File: src/rtl/instruction_fetch_stage.sv
// Fetch stage with IF/ID register: one outstanding imem request,
// a one-entry hold buffer for stalls, and branch redirect/drain.
module instruction_fetch_stage #(
   parameter logic [31:0] RESET_PC  = 32'h0000_0000,
   parameter logic [31:0] NOP_INSTR = 32'h0000_0013
) (
   input  logic        clock,
   input  logic        reset,
   output logic        imem_req_valid,
   input  logic        imem_req_ready,
   output logic [31:0] imem_addr,
   input  logic        imem_rsp_valid,
   input  logic [31:0] imem_rsp_data,
   input  logic        stall,
   input  logic        branch_taken,
   input  logic [31:0] branch_target,
   output logic        if_id_valid,
   output logic [31:0] if_id_pc,
   output logic [31:0] if_id_instruction,
   output logic [31:0] fetch_count
);

   typedef enum logic [1:0] {
      S_REQ   = 2'd0,
      S_WAIT  = 2'd1,
      S_HOLD  = 2'd2,
      S_DRAIN = 2'd3
   } state_t;

   state_t      state_q, state_d;
   logic [31:0] pc_q, pc_d;
   logic        ifv_q, ifv_d;
   logic [31:0] ifpc_q, ifpc_d;
   logic [31:0] ifins_q, ifins_d;
   logic [31:0] cnt_q, cnt_d;
   logic [31:0] hpc_q, hpc_d;
   logic [31:0] hdata_q, hdata_d;

   logic        accept_ok;
   logic        req_fire;
   logic        load;
   logic [31:0] load_pc;
   logic [31:0] load_ins;

   assign accept_ok = !ifv_q || !stall;
   assign req_fire  = imem_req_valid && imem_req_ready;

   // State and datapath registers, synchronous reset
   always_ff @(posedge clock) begin
      if (reset) begin
         state_q <= S_REQ;
         pc_q    <= RESET_PC;
         ifv_q   <= 1'b0;
         ifpc_q  <= 32'h0;
         ifins_q <= NOP_INSTR;
         cnt_q   <= 32'h0;
         hpc_q   <= 32'h0;
         hdata_q <= 32'h0;
      end else begin
         state_q <= state_d;
         pc_q    <= pc_d;
         ifv_q   <= ifv_d;
         ifpc_q  <= ifpc_d;
         ifins_q <= ifins_d;
         cnt_q   <= cnt_d;
         hpc_q   <= hpc_d;
         hdata_q <= hdata_d;
      end
   end

   // Next-state: redirect drains any in-flight response not arriving now
   always_comb begin
      state_d = state_q;
      if (branch_taken) begin
         if (req_fire ||
             ((state_q == S_WAIT || state_q == S_DRAIN) &&
              !imem_rsp_valid))
            state_d = S_DRAIN;
         else
            state_d = S_REQ;
      end else begin
         unique case (state_q)
            S_REQ:   if (req_fire) state_d = S_WAIT;
            S_WAIT:  if (imem_rsp_valid)
                        state_d = accept_ok ? S_REQ : S_HOLD;
            S_HOLD:  if (accept_ok) state_d = S_REQ;
            S_DRAIN: if (imem_rsp_valid) state_d = S_REQ;
            default: state_d = S_REQ;
         endcase
      end
   end

   // Datapath: PC advance, IF/ID load/drain, hold buffer capture
   always_comb begin
      pc_d     = pc_q;
      ifv_d    = ifv_q;
      ifpc_d   = ifpc_q;
      ifins_d  = ifins_q;
      cnt_d    = cnt_q;
      hpc_d    = hpc_q;
      hdata_d  = hdata_q;
      load     = 1'b0;
      load_pc  = pc_q;
      load_ins = imem_rsp_data;
      if (branch_taken) begin
         pc_d    = {branch_target[31:2], 2'b00};
         ifv_d   = 1'b0;
         ifins_d = NOP_INSTR;
         hpc_d   = 32'h0;
         hdata_d = 32'h0;
      end else begin
         if (state_q == S_WAIT && imem_rsp_valid) begin
            pc_d = pc_q + 32'd4;
            if (accept_ok) begin
               load = 1'b1;
            end else begin
               hpc_d   = pc_q;
               hdata_d = imem_rsp_data;
            end
         end else if (state_q == S_HOLD && accept_ok) begin
            load     = 1'b1;
            load_pc  = hpc_q;
            load_ins = hdata_q;
         end
         if (load) begin
            ifv_d   = 1'b1;
            ifpc_d  = load_pc;
            ifins_d = load_ins;
            cnt_d   = cnt_q + 32'd1;
         end else if (ifv_q && !stall) begin
            ifv_d = 1'b0;
         end
      end
   end

   // Outputs: request only from S_REQ and never in a reset cycle
   always_comb begin
      imem_req_valid    = (state_q == S_REQ) && !reset;
      imem_addr         = pc_q;
      if_id_valid       = ifv_q;
      if_id_pc          = ifpc_q;
      if_id_instruction = ifins_q;
      fetch_count       = cnt_q;
   end

endmodule

File: config.mk
export PLATFORM = sky130hd
export DESIGN_NAME = instruction_fetch_stage
export DESIGN_NICKNAME = d
export VERILOG_FILES = /design/src/rtl/instruction_fetch_stage.sv
export SDC_FILE = /design/constraint.sdc
export NUM_CORES = 1
export LEC_CHECK = 0
export CELL_PAD_IN_SITES_DETAIL_PLACEMENT = 0
export CELL_PAD_IN_SITES_GLOBAL_PLACEMENT = 2
export CORE_ASPECT_RATIO = 1.1
export CORE_MARGIN = 2
export CORE_UTILIZATION = 36
export CTS_BUF_LIST = sky130_fd_sc_hd__clkbuf_16
export DETAILED_ROUTE_END_ITERATION = 12
export DONT_BUFFER_PORTS = 1
export MAX_ROUTING_LAYER = met4
export PLACE_DENSITY = 0.77
export SLEW_MARGIN = 15
export SYNTH_ARGS = -nofsm -noshare
export SYNTH_HDL_FRONTEND = slang
export SYNTH_SLANG_ARGS = --single-unit
export TNS_END_PERCENT = 10
File: constraint.sdc
create_clock -name clock -period 2.95 [get_ports clock]
set_input_delay 0.59 -clock clock [delete_from_list [all_inputs] [get_ports clock]]
set_output_delay 0.59 -clock clock [all_outputs]
set_load 0.005 [all_outputs]
==> impl_metrics.json, run 1 <==
{
  "vias": 7100,
  "fmax_ghz": 0.4155,
  "synth_cell_types": 48,
  "rows": 58,
  "p_int_mw": 3.891,
  "drv_slew": 0,
  "worstPathRequired_ps": 3260,
  "ios": 200,
  "ant_nets": 0,
  "synth_area_per_cell_um2": 7.916,
  "p_leak_nw": 2.982,
  "total_power_mw": 5.186,
  "grt_use_total_pct": 20.46,
  "hold_buffers": 0,
  "cts_sinks": 189,
  "hpwl_um": 15130,
  "synth_top_area_share_pct": 45.61,
  "grt_pass1_wl_um": 38340,
  "worstPathCellList": "and3b_1, buf_4, nand4_1, nor4_4, nor2_1, a211o_1",
  "arrival_ps": 2710,
  "hold_violations": 0,
  "drive_gt1_share_pct": 6.281,
  "finish.net_count": 1080,
  "yosys-top-cells-count": "nand2_1, dfxtp_1, nor2_1, a21oi_1, nand3_1",
  "setup_tns_ps": 0,
  "yosysWarnings": 0,
  "netlist_area_mm2": 0.008295,
  "fillers": 2398,
  "power_density_mw_per_mm2": 569.2,
  "yosys.area.top_type": "dfxtp_1",
  "overflow": 0,
  "path_class": "register to register",
  "rsz0062_at_grt": "false",
  "slowest_delay_ps": 520,
  "core_mm2": 0.02271,
  "postCtsSetupRepairBufs": 0,
  "ys.flop_type": "dfxtp_1",
  "outcome": "complete, no violations",
  "path_clk_slew_ps": 70,
  "start_util_pct": 36.52,
  "synth_area_leaders": "dfxtp_1, nand2_1, a311oi_1",
  "die_area_mm2": 0.02427,
  "syn2layout_area_growth_pct": 9.834,
  "fin_hold_ws_ps": 236.0,
  "cts-resized-gates": 0,
  "wl_per_cell_um": 18.31,
  "die_x_um": 148.7,
  "p_comb_share_pct": 6.2,
  "clkLatencyLatePin_ps": 430,
  "period_needed_ps": 2407,
  "startpoint_type": "register",
  "critical_path.max_fanout": 10,
  "via_per_inst": 5.383,
  "async_reset_ff_share_pct": 0,
  "ys_ff_latch": 189,
  "cts_htree_levels": 4,
  "crit_buf_inv": 1,
  "antenna_cells": 0,
  "path_delay_family": "simple AND/OR/NAND/NOR gates",
  "die_h_um": 163.2,
  "sequentialPowerShare_pct": 52.5,
  "max-slew-margin-rel_pct": 53.72,
  "swShare_pct": 24.98,
  "place_ws_ps": 557.2,
  "dr.pass1.iters": 5,
  "cts_buffer_depth": 2,
  "cts_tree": "done",
  "routed_wl_um": 24160,
  "cts-root-buf": "clkbuf_16",
  "end_kind": "register",
  "clockPowerShare_pct": 41.3,
  "synth_cells": 1048,
  "synthMostInstantiatedCell": "nand2_1",
  "grt_max_degree": 96,
  "skew_ps": 12.81,
  "drtIter0Drc": 365,
  "gp_congestion": 0.7379,
  "portBuffers": 0,
  "vdd_ir_drop_max_mv": 0.3755,
  "antenna_found_initial": 0,
  "critical_path.slowest_cell": "dfxtp_1",
  "grt_pass1_vias": 6837,
  "synth_edf_count": 0,
  "p_switching_mw": 1.295,
  "cap_violations": 0,
  "final_cells": 1319,
  "worst_hold_path_type": "primary input to register",
  "seq_area_frac_synth_pct": 45.61,
  "tightest_slew_ps": 694.2,
  "drc": 0,
  "setup_violations": 0,
  "numCtsBuffers": 17,
  "setup_slack_ps": 543.1,
  "fin_crit_sh_pct": 81.59,
  "dp.cells": 1289
}
[sequential cells by signal, indices dropped and copies added, names as in the netlist]
signal             cells
imem_addr             30
if_id_valid            1
if_id_pc              30
if_id_instruction     32
state_q                2
hdata_q               32
hpc_q                 30
fetch_count           32
[placed cells by master (no fill, tap or decap), types with 7 or more instances in the layout]
| cell type | instances |
|---|---|
| nand2_1 | 207 |
| nand4_1 | 25 |
| nand3_1 | 81 |
| o21ai_0 | 10 |
| buf_4 | 25 |
| dfxtp_1 | 189 |
| xor2_1 | 13 |
| clkbuf_16 | 17 |
| a311oi_1 | 59 |
| nor3_1 | 20 |
| nor2_1 | 99 |
| mux2i_1 | 11 |
| xnor2_1 | 34 |
| a21oi_1 | 94 |
| and3_1 | 7 |
| nor4_1 | 8 |
| o21a_1 | 16 |
| inv_1 | 30 |
[area by class of cell]
class / instances / area [µm²] / area share (%)
Tap cell: 300 / 375.4 / 4.120
Timing Repair Buffer: 26 / 207.7 / 2.280
Clock inverter: 13 / 103.9 / 1.140
Multi-Input combinational cell: 747 / 4114 / 45.15
Sequential cell: 189 / 3784 / 41.53
Inverter: 27 / 101.3 / 1.112
Clock buffer: 17 / 425.4 / 4.669
[power groups by stage]
stage / sequential [mW] / clock, mW / combinational (mW)
finish: 2.72 / 2.14 / 0.321
global route: 2.73 / 2.32 / 0.365
CTS: 2.72 / 2.21 / 0.326
detailed placement: 2.78 / 0 / 0.326
global placement: 2.78 / 0 / 0.320
floorplan: 2.74 / 0 / 0.278
[worst reg2reg max path, delay by kind of cell (launching register included)]
family | cells | cell delay (ps)
flip-flops | 1 | 520
buffers and inverters | 1 | 220
AO/OA/AOI/OAI | 1 | 270
AND/OR/NAND/NOR | 4 | 1270
[routing by layer]
metal,up-vias,global-route usage (%),wire length [µm]
li1,3547,-,-
met1,3360,25.45,10810
met2,177,32.93,11350
met3,16,5.810,1739
met4,0,4.978,259
met5,-,-,0
[per-stage QoR]
stage	utilization [%]	cell area, µm²
5_1_grt	40.11	9111
3_5_place_dp	37.78	8582
4_1_cts	40.11	9111
2_1_floorplan	-	8307
6_report	40.11	9111
3_3_place_gp	37.78	8582
[kinds of logic (layout without fill, tap and decap cells)]
family                     after synthesis  after routing  synth area share, %
and+or+nand+nor                        483            483                26.15
muxes                                   11             11                1.327
buffers and inverters                  115             83                5.535
adders and majority gates                2              2               0.3016
AOI/OAI and AO/OA                      200            200                16.06
xor gates and xnor gates                47             47                4.962
DFF                                    189            189                45.61
other                                    1              4              0.04521
[final timing paths]
check	startpoint	to	slack [ps]	cells after the start
max	state_q[0]	imem_addr[31]	540	6
min	reset	if_id_pc[22]	240	1
max reg2reg	state_q[0]	imem_addr[31]	540	6
min reg2reg	hdata_q[5]	hdata_q[5]	450	2
No activity file was read; power rests on OpenSTA's default activity.
==> run 2: changes to the inputs <==
CORE_UTILIZATION = 32   (was 36)
PLACE_DENSITY = 0.72   (was 0.77)
clock period = 2 ns   (was 2.95 ns; I/O delays follow)
==> run 2 against run 1 <==
  * Design area rose by 7.2%
  * Flip-flop and latch count unchanged
  * First-iteration DRC count increased by 2.2%
  * Core utilization down 1.7 points
  * Via count up 2.2%
  * Critical path type unchanged
  * Critical endpoint is now fetch_count[29]
  * Highest routed layer unchanged
==> impl_metrics.json, run 2 (synthesis gave the netlist of run 1 again) <==
{
  "outcome": "complete, no violations",
  "skew_ps": 12.68,
  "routed_wl_um": 25300,
  "vdd_ir_drop_max_mv": 0.4644,
  "dp.cells": 1394,
  "worstPathCellList": "and3b_2, o2111ai_4, or4_4, or4_1, a21oi_1",
  "core_mm2": 0.02542,
  "timing.rr.start": "state_q[1]",
  "p_int_mw": 5.871,
  "portBuffers": 0,
  "startpoint_type": "register",
  "critical_path.max_fanout": 5,
  "crit_cells": 5,
  "period_needed_ps": 1961,
  "path_clk_slew_ps": 80,
  "path_class": "register to register",
  "rows": 61,
  "finish.utilization_pct": 38.43,
  "die_area_mm2": 0.02723,
  "final_cell_mix": "nand2_1, dfxtp_1, nor2_1",
  "total_power_mw": 8.005,
  "hold_buffers": 0,
  "finish.net_count": 1140,
  "worstHoldStart": "reset",
  "gp_congestion": 0.7718,
  "end_kind": "register",
  "worst_hold_path_type": "primary input to register",
  "hpwl_um": 16750,
  "tightest_slew_ps": 541.4,
  "die_h_um": 172.9,
  "rsz0062_at_grt": "true",
  "register_area_mm2": 0.003786,
  "final_cells": 1427,
  "critical_path.slowest_cell": "or4_4",
  "clockPowerShare_pct": 43.1,
  "max-slew-margin-rel_pct": 63.77,
  "grt_use_total_pct": 19.25,
  "placed_cell_area_mm2": 0.009163,
  "grt_pass1_vias": 7099,
  "cts_htree_levels": 4,
  "drtIter0Drc": 373,
  "via_per_inst": 5.085,
  "numCtsBuffers": 17,
  "vias": 7256,
  "arrival_ps": 2330,
  "cap_violations": 0,
  "crit_buf_inv": 0,
  "cts-root-buf": "clkbuf_16",
  "ant_nets": 0,
  "fmax_ghz": 0.5099,
  "power_density_mw_per_mm2": 819.7,
  "antenna_cells": 0,
  "crit_start": "state_q[1]",
  "setup_violations": 0,
  "ios": 200,
  "cts_tree": "done",
  "slowest_delay_ps": 570,
  "hold_violations": 0,
  "p_switching_mw": 2.134,
  "antenna_found_initial": 0,
  "p_leak_nw": 3.328,
  "p_comb_share_pct": 7.3,
  "holdPathStages": 1,
  "syn2layout_area_growth_pct": 17.74,
  "drv_slew": 0,
  "cts_sinks": 189,
  "swShare_pct": 26.66,
  "grt_max_degree": 96,
  "fin_hold_ws_ps": 37.26,
  "cts_buffer_depth": 2,
  "start_util_pct": 32.64,
  "fin_crit_sh_pct": 98.05,
  "fin_area_mm2": 0.009767,
  "grt_pass1_wl_um": 40250,
  "overflow": 0,
  "final_common_cell": "nand2_1",
  "multiInputGateArea_mm2": 0.004126,
  "dr.pass1.iters": 4,
  "drive_gt1_share_pct": 12.49,
  "sequentialPowerShare_pct": 49.5,
  "worstPathRequired_ps": 2370,
  "die_x_um": 157.5,
  "reg2reg_depth": 5,
  "drc": 0,
  "path_delay_family": "simple AND/OR/NAND/NOR gates",
  "fillers": 2694,
  "wl_per_cell_um": 17.73,
  "clkLatencyLatePin_ps": 430
}
-- run 2: changes by cell type in the layout (fill, tap and decap cells not counted), sizes merged --
| cell | previous run | this run |
|---|---|---|
| inv | 32 | 33 |
| clkinvlp | 3 | 5 |
| clkinv | 4 | 3 |
| buf | 26 | 86 |
-- run 2: worst register-to-register path, delay by kind of cell (launching register included) --
kind / cells / cell delay (ps)
simple gates: 3 / 1260
compound gates: 2 / 300
flops: 1 / 340
-- run 2: final timing paths --
kind / to / slack [ps]
worst max register to register: fetch_count[29] / 40
worst max-delay path: fetch_count[29] / 40
worst min-delay path: if_id_pc[24] / 40
worst min register to register: hpc_q[2] / 450
-- run 2: final cells by class --
cell class	count	area share (%)
clock inverters	15	1.576
repair buffers	86	7.584
clock buffers	17	4.356
flip-flops and latches	189	38.77
multi-input cells	747	42.25
well taps	346	4.432
inverters	27	1.038
-- run 2: power by group through the flow --
stage / logic [mW] / clock network (mW) / registers (mW)
after global placement: 0.586 / 0 / 4.06
after floorplan: 0.411 / 0 / 4.05
after detailed placement: 0.593 / 0 / 4.06
after global routing: 0.654 / 3.75 / 3.99
after CTS: 0.594 / 3.60 / 3.97
final: 0.585 / 3.45 / 3.97
-- run 2: per-layer routing --
metal / track usage, % / vias to the layer above / routed length, µm
met1: 24.27 / 3416 / 11360
met2: 30.20 / 158 / 11810
met5: - / - / 0
met4: 5.227 / 0 / 386
li1: - / 3662 / -
met3: 5.388 / 20 / 1743
-- run 2: per-stage QoR --
step	TNS [ps]	setup WS (ps)
2_1_floorplan	-14.64	-11.39
3_3_place_gp	-76.47	-44.06
3_5_place_dp	-17.71	-11.57
4_1_cts	0	2.689
5_1_grt	-61.71	-31.43
6_report	0	38.95
-- run 2: repair_timing --
| action | CTS | global route |
|---|---|---|
| endpoints found under the setup margin | 1 | 21 |
| resized for setup | 1 | 5 |
| pin swaps | 0 | 6 |
| gates cloned | 0 | 0 |
| buffers inserted | 0 | 1 |
